==> src/rtl/voice_alloc.sv <==
// MIDI voice allocator: each accepted event scans one voice per cycle, then commits in a single edge.
// Note-on priority is retrigger of a matching voice, then the lowest free voice, then stealing the oldest.
module voice_alloc #(
  parameter int NUM_VOICES = 4,
  parameter int AGE_W      = 4
) (
  input  logic                    clk,
  input  logic                    reset_n,
  input  logic                    en,
  input  logic                    panic,
  input  logic                    ev_valid,
  output logic                    ev_ready,
  input  logic                    ev_on,
  input  logic [6:0]              ev_note,
  input  logic [6:0]              ev_vel,
  output logic [NUM_VOICES-1:0]   voice_on,
  output logic [7*NUM_VOICES-1:0] voice_note,
  output logic [7*NUM_VOICES-1:0] voice_vel,
  output logic [NUM_VOICES-1:0]   voice_repeat
);
  localparam int IDX_W = (NUM_VOICES > 1) ? $clog2(NUM_VOICES) : 1;
  localparam logic [1:0] IDLE   = 2'd0;
  localparam logic [1:0] SEARCH = 2'd1;
  localparam logic [1:0] COMMIT = 2'd2;
  localparam logic [IDX_W-1:0] LAST = IDX_W'(NUM_VOICES - 1);

  logic [1:0]            state;
  logic [IDX_W-1:0]      idx;
  logic                  ev_on_q;
  logic [6:0]            note_q;
  logic [6:0]            vel_q;
  logic                  match_hit;
  logic                  free_hit;
  logic                  old_hit;
  logic [IDX_W-1:0]      match_idx;
  logic [IDX_W-1:0]      free_idx;
  logic [IDX_W-1:0]      old_idx;
  logic [AGE_W-1:0]      old_age;
  logic [6:0]            note_r [NUM_VOICES];
  logic [6:0]            vel_r  [NUM_VOICES];
  logic [AGE_W-1:0]      age_r  [NUM_VOICES];
  logic [NUM_VOICES-1:0] on_r;
  logic [NUM_VOICES-1:0] rep_r;
  logic                  note_on_ev;
  logic [IDX_W-1:0]      sel;

  assign ev_ready   = reset_n && en && !panic && (state == IDLE);
  assign note_on_ev = ev_on_q && (vel_q != 7'd0);
  assign voice_on     = on_r;
  assign voice_repeat = rep_r;

  // When no voice is free every voice is active, so old_idx is always valid here.
  always_comb begin
    sel = old_idx;
    if (match_hit)
      sel = match_idx;
    else if (free_hit)
      sel = free_idx;
  end

  always_comb begin
    voice_note = '0;
    voice_vel  = '0;
    for (int i = 0; i < NUM_VOICES; i++) begin
      voice_note[7*i +: 7] = note_r[i];
      voice_vel[7*i +: 7]  = vel_r[i];
    end
  end

  always_ff @(posedge clk) begin
    if (!reset_n) begin
      state     <= IDLE;
      idx       <= '0;
      ev_on_q   <= 1'b0;
      note_q    <= '0;
      vel_q     <= '0;
      match_hit <= 1'b0;
      free_hit  <= 1'b0;
      old_hit   <= 1'b0;
      match_idx <= '0;
      free_idx  <= '0;
      old_idx   <= '0;
      old_age   <= '0;
      on_r      <= '0;
      rep_r     <= '0;
      for (int i = 0; i < NUM_VOICES; i++) begin
        note_r[i] <= '0;
        vel_r[i]  <= '0;
        age_r[i]  <= '0;
      end
    end else begin
      rep_r <= '0;
      if (en) begin
        if (panic) begin
          state <= IDLE;
          idx   <= '0;
          on_r  <= '0;
          for (int i = 0; i < NUM_VOICES; i++)
            age_r[i] <= '0;
        end else begin
          case (state)
            IDLE: begin
              if (ev_valid) begin
                ev_on_q   <= ev_on;
                note_q    <= ev_note;
                vel_q     <= ev_vel;
                match_hit <= 1'b0;
                free_hit  <= 1'b0;
                old_hit   <= 1'b0;
                idx       <= '0;
                state     <= SEARCH;
              end
            end
            SEARCH: begin
              if (on_r[idx] && (note_r[idx] == note_q) && !match_hit) begin
                match_hit <= 1'b1;
                match_idx <= idx;
              end
              if (!on_r[idx] && !free_hit) begin
                free_hit <= 1'b1;
                free_idx <= idx;
              end
              // Strict '>' keeps the lowest index on equal ages.
              if (on_r[idx] && (!old_hit || (age_r[idx] > old_age))) begin
                old_hit <= 1'b1;
                old_idx <= idx;
                old_age <= age_r[idx];
              end
              if (idx == LAST) begin
                idx   <= '0;
                state <= COMMIT;
              end else begin
                idx <= idx + 1'b1;
              end
            end
            COMMIT: begin
              state <= IDLE;
              if (note_on_ev) begin
                for (int i = 0; i < NUM_VOICES; i++) begin
                  if (IDX_W'(i) == sel)
                    age_r[i] <= '0;
                  else if (on_r[i] && (age_r[i] != '1))
                    age_r[i] <= age_r[i] + 1'b1;
                end
                vel_r[sel] <= vel_q;
                if (match_hit) begin
                  rep_r[sel] <= 1'b1;
                end else begin
                  on_r[sel]   <= 1'b1;
                  note_r[sel] <= note_q;
                end
              end else if (match_hit) begin
                on_r[match_idx] <= 1'b0;
              end
            end
            default: state <= IDLE;
          endcase
        end
      end
    end
  end
endmodule
==> config.mk <==
export PLATFORM = sky130hd
export DESIGN_NAME = voice_alloc
export DESIGN_NICKNAME = d
export VERILOG_FILES = /design/src/rtl/voice_alloc.sv
export SDC_FILE = /design/constraint.sdc
export NUM_CORES = 1
export LEC_CHECK = 0
export CELL_PAD_IN_SITES_DETAIL_PLACEMENT = 1
export CELL_PAD_IN_SITES_GLOBAL_PLACEMENT = 1
export CORE_MARGIN = 2
export CORE_UTILIZATION = 38
export CTS_CLUSTER_DIAMETER = 150
export DETAILED_ROUTE_END_ITERATION = 8
export HOLD_SLACK_MARGIN = 0.08
export PLACE_DENSITY = 0.72
export SKIP_CTS_REPAIR_TIMING = 1
export SLEW_MARGIN = 20
export SYNTH_ARGS = -nofsm -noshare
export SYNTH_HDL_FRONTEND = slang
export SYNTH_SLANG_ARGS = --single-unit
==> constraint.sdc <==
create_clock -name clk -period 2.3 [get_ports clk]
set_input_delay 0.69 -clock clk [delete_from_list [all_inputs] [get_ports clk]]
set_output_delay 0.69 -clock clk [all_outputs]
set_load 0.05 [all_outputs]
# Word level (Yosys, flattened, before mapping)

Memory sizes are Yosys's and may differ from the RTL's. A register that Yosys moved wholly into a read port is not among the register bits.
Index checks and enable logic that the tools add are counted.

Bits in registers: 40
RAM bits: 72
Input port bits: 20
Output and inout bits: 65
Logic and storage cells: 235
Memories kept: 3

$add $sub $neg: 5
Magnitude comparators: 6
Equal/unequal tests: 18
Multiplexer cells: 128
Bitwise logic cells: 21
Reduce and logical (&&, ||, !) cells: 40

Memory list:

| memory | depth | width | rd ports | clocked after Yosys merged registers in | wr ports | line | RTL |
|---|---|---|---|---|---|---|---|
| note_r | 4     | 7     | 5        | 1                                       | 4        | 39   | `logic [6:0] note_r [NUM_VOICES];` |
| vel_r  | 4     | 7     | 4        | 0                                       | 4        | 40   | `logic [6:0] vel_r [NUM_VOICES];` |
| age_r  | 4     | 4     | 5        | 1                                       | 4        | 41   | `logic [AGE_W-1:0] age_r [NUM_VOICES];` |

Operator list:

| kind                  | count |
|---|---|
| $mux W1               | 87 |
| $mux W4               | 17 |
| $mux W2               | 14 |
| $reduce_and A4 Y1     | 5 |
| $add A4 B1 Y4 const B | 4 |
| $ne A4 B4 Y1 const B  | 4 |
| $reduce_and A5 Y1     | 3 |
| $logic_and A1 B1 Y1   | 14 |
| $mux W7               | 2 |
| $reduce_or A7 Y1      | 2 |
| $or A1 B1 Y1          | 12 |
| $lt A2 B3 Y1 const B  | 3 |
| $ne A3 B3 Y1 const B  | 3 |
| $ne A2 B2 Y1 const B  | 4 |
| $pmux W2 S2           | 2 |
| $eq A7 B7 Y1          | 1 |
| $reduce_bool A7 Y1    | 1 |
| $not A1 Y1            | 6 |
| $pmux W1 S2           | 3 |
| $reduce_and A3 Y1     | 2 |
| $reduce_bool A3 Y1    | 2 |
| $reduce_or A6 Y1      | 1 |
| $logic_not A1 Y1      | 5 |
| $and A4 B4 Y4         | 1 |
| 14 further kinds      | 20 |

# Longest topological paths before layout

Word-level depth: 12
Gate-level depth with buffers: 10
Depth with buffers taken out: 9

# Least setup slack after synthesis

No wires, ideal clock.

Path kind: input to output
From: input port panic
To: output port ev_ready
Arrival: 2,289 ps
Required time: 1,610 ps
Setup slack: -679 ps
Stages: 4
Buffers on the path: 1
Path through: clkbuf_1 > nor2_1 > nand2_1 > nor3b_1

Word-level cells in the longest chain between the ends: 3

RTL lines:

| element                          | line | RTL |
|---|---|---|
| start: declaration               | 10   | `input logic panic,` |
| $logic_not A1 Y1                 | 47   | `assign ev_ready = reset_n && en && !panic && (state == IDLE);` |
| $logic_and A1 B1 Y1 (2 in a row) | 47   |  |
| end: declaration                 | 12   | `output logic ev_ready,` |

Every way passes these cells.

==> reports/metrics.yaml <==
cts-root-buf: "clkbuf_16"
p_leak_nw: 3.21
drt_iter0_drc: 207
ys.flop_type: "edfxtp_1"
design.die.area_um2: 14700
max-vdd-ir-drop_v: 0.000545
outcome: "finished with violations"
layout-drive-gt1-share: 0.189
io_buffer_count: 84
cp-startpoint: "age_r[3][1]"
grt_start_max_net_pins: 29
synth_area_um2: 5210
rows: 42
most-common-layout-cells: "nor2_1 (72), edfxtp_1 (68), buf_4 (61)"
grt.total_usage: 0.231
area_delta_synth_final_pct: 41.2
dp_hpwl_um: 11400
setup_viol: 6
p_per_area_nw_per_um2: 759
cts.path.max_buffers: 2
dr.pass1.iters: 4
synth_edf_count: 68
finalHoldViolCount: 0
antenna_cells: 0
insertion_delay_ps: 420
final_common_cell: "nor2_1"
final_max_slew_viol_count: 0
hold_path_depth: 2
start_util: 0.392
antenna_found_initial: 0
tightest_slew_ps: 603
preCtsSetupSlack_ps: -448
slew_headroom: 0.594
rsz0062_at_grt: "true"
first_global_vias: 4522
detail_route.wl_per_cell_um: 20.3
endpoint: "old_idx[0]"
yosys.area_share.simple: 0.148
overflow: 0
die_h_um: 121
period_share: 1.03
timing.fmax_mhz: 423
wirelength_um: 16100
synth.distinct_cells: 45
yosysSeqAreaShare: 0.569
synth-async-reset-ratio: 0
drtAntennaViolNets: 0
drc: 0
use_met2: 0.410
synth_compound_gate_area_share: 0.111
crit_required_ps: 2610
regToRegEndpoint: "old_idx[0]"
ys_warn_count: 0
setup_slack_ps: -66.4
r2r_setup_slack_ps: -70
met3_usage: 0.0653
path_clk_slew_ps: 50
max-cap-violations: 0
r2r_cells: 9
cts_tree: "built"
startpoint_type: "flip-flop"
synth_top_family_by_area: "simple AND/OR/NAND/NOR gates"
grtUsageMet1: 0.268
gp_congestion: 0.833
hold_path.class: "flip-flop to flip-flop"
vias: 4118
violations: "setup timing"
clock_sinks: 114
post-route-min-period_ps: 2370
routed_via_density: 5.18
coreArea_um2: 13300
synthMuxAreaShare: 0.0812
grt_pass1_wl_um: 25200
cp-end-kind: "flip-flop"
nNetsFinal: 635
syn_nets: 495
skew_ps: 6.65
timing.setup.tns_ps: -235
worst-path-max-fanout: 6
synthXorXnorAreaFrac: 0.0269
ys_ff_latch: 114
htreeDepth: 4
synth_cells: 466
synth_fa_ha_area_frac: 0.0216
cts-buffers-inserted: 17
r2r-start: "age_r[3][1]"
pin_count: 85
die_x_um: 121
critical_path_arrival_ps: 2670
synth_area_per_cell_um2: 11.2
grt-busiest-layer: "met2"
worstSetupPathType: "flip-flop to flip-flop"
through the flow:
step           cells  power, mW  instance area (um2)  hold slack, ps  utilization
5_1_grt          795       5.72                 7350             543        0.553
6_report         795       5.58                 7350             509        0.553
3_3_place_gp     762       2.73                 6600             482        0.496
2_1_floorplan    466       2.54                 5230             451            -
3_5_place_dp     762       2.74                 6600             501        0.496
4_1_cts          794       5.61                 7240             515        0.544
cell families (layout without fill, tap and decap cells):
| family | after synthesis | in the layout |
|---|---|---|
| compound gates | 85 | 85 |
| xor+xnor | 16 | 16 |
| fa+ha+maj | 9 | 9 |
| buf+inv | 45 | 198 |
| flops | 114 | 114 |
| mux | 26 | 26 |
| simple gates | 171 | 171 |
Yosys cell counts (all sizes together) (2+ instances only):
cell type	n	area (um2)
and4	3	26.3
o21a	5	37.5
a22oi	3	22.5
dfxtp	46	921
a21o	2	15.0
nand3	13	65.1
ha	9	113
nor3	4	31.3
a21oi	4	20.0
o31ai	3	22.5
nor2	74	278
xnor2	8	70.1
nand2b	2	12.5
nand2	50	188
a21boi	20	150
mux2i	16	160
a31oi	2	12.5
xor2	8	70.1
o221a	4	45.0
mux4	10	263
edfxtp	68	2040
o211ai	2	15.0
nand4	3	18.8
buf	6	42.5
clkbuf	14	72.6
or4	2	15.0
o21ai	36	184
inv	24	90.1
nor2b	14	87.6
how the worst min path moves through the flow:
stage	from	to
after detailed placement	vel_q[5]	vel_q[5]
after global routing	age_r[0][3]	age_r[0][3]
after CTS	ev_on_q	ev_on_q
final	ev_on_q	ev_on_q
after global placement	vel_q[5]	vel_q[5]
after floorplan	age_r[0][3]	age_r[0][3]
power breakdown:
part           total (mW)  leakage, nW  internal [mW]  switching (mW)
Clock                2.88        0.310           1.92           0.959
Combinational       0.449         1.82          0.178           0.271
Sequential           2.25         1.07           2.22          0.0376
metal layers:
layer | vias up | part of all wire
met3 | 19 | 0.045
met4 | 0 | 0.014
met1 | 2065 | 0.42
met5 | - | 0
li1 | 1944 | -
met2 | 90 | 0.52
flip-flops by register name, summed over array words and instances, names as in the netlist, named ones only:
name,flops
age_r,16
ev_on_q,1
free_hit,1
free_idx,2
idx,2
match_hit,1
match_idx,2
note_q,7
note_r,28
old_age,4
old_hit,1
old_idx,2
state,2
vel_q,7
vel_r,28
voice_on,4
voice_repeat,4
cell type report:
cell class              count  area, um2
fillers                  1416       5940
well taps                 176        220
multi-input cells         307       2060
inverters                  24       90.1
clock buffers              18        429
repair buffers            142       1370
clock inverters            14        211
flip-flops and latches    114       2970
worst max-delay path, stage by stage, from the launching register on:
cell and delay [ps]:
edfxtp_1 400, mux4_2 540, ha_4 290, nor2b_4 120, o21a_1 120, o21ai_2 70
a221oi_4 270, buf_12 170, mux2i_1 200, nor2b_1 70
Power figures use the tool's default switching activity.
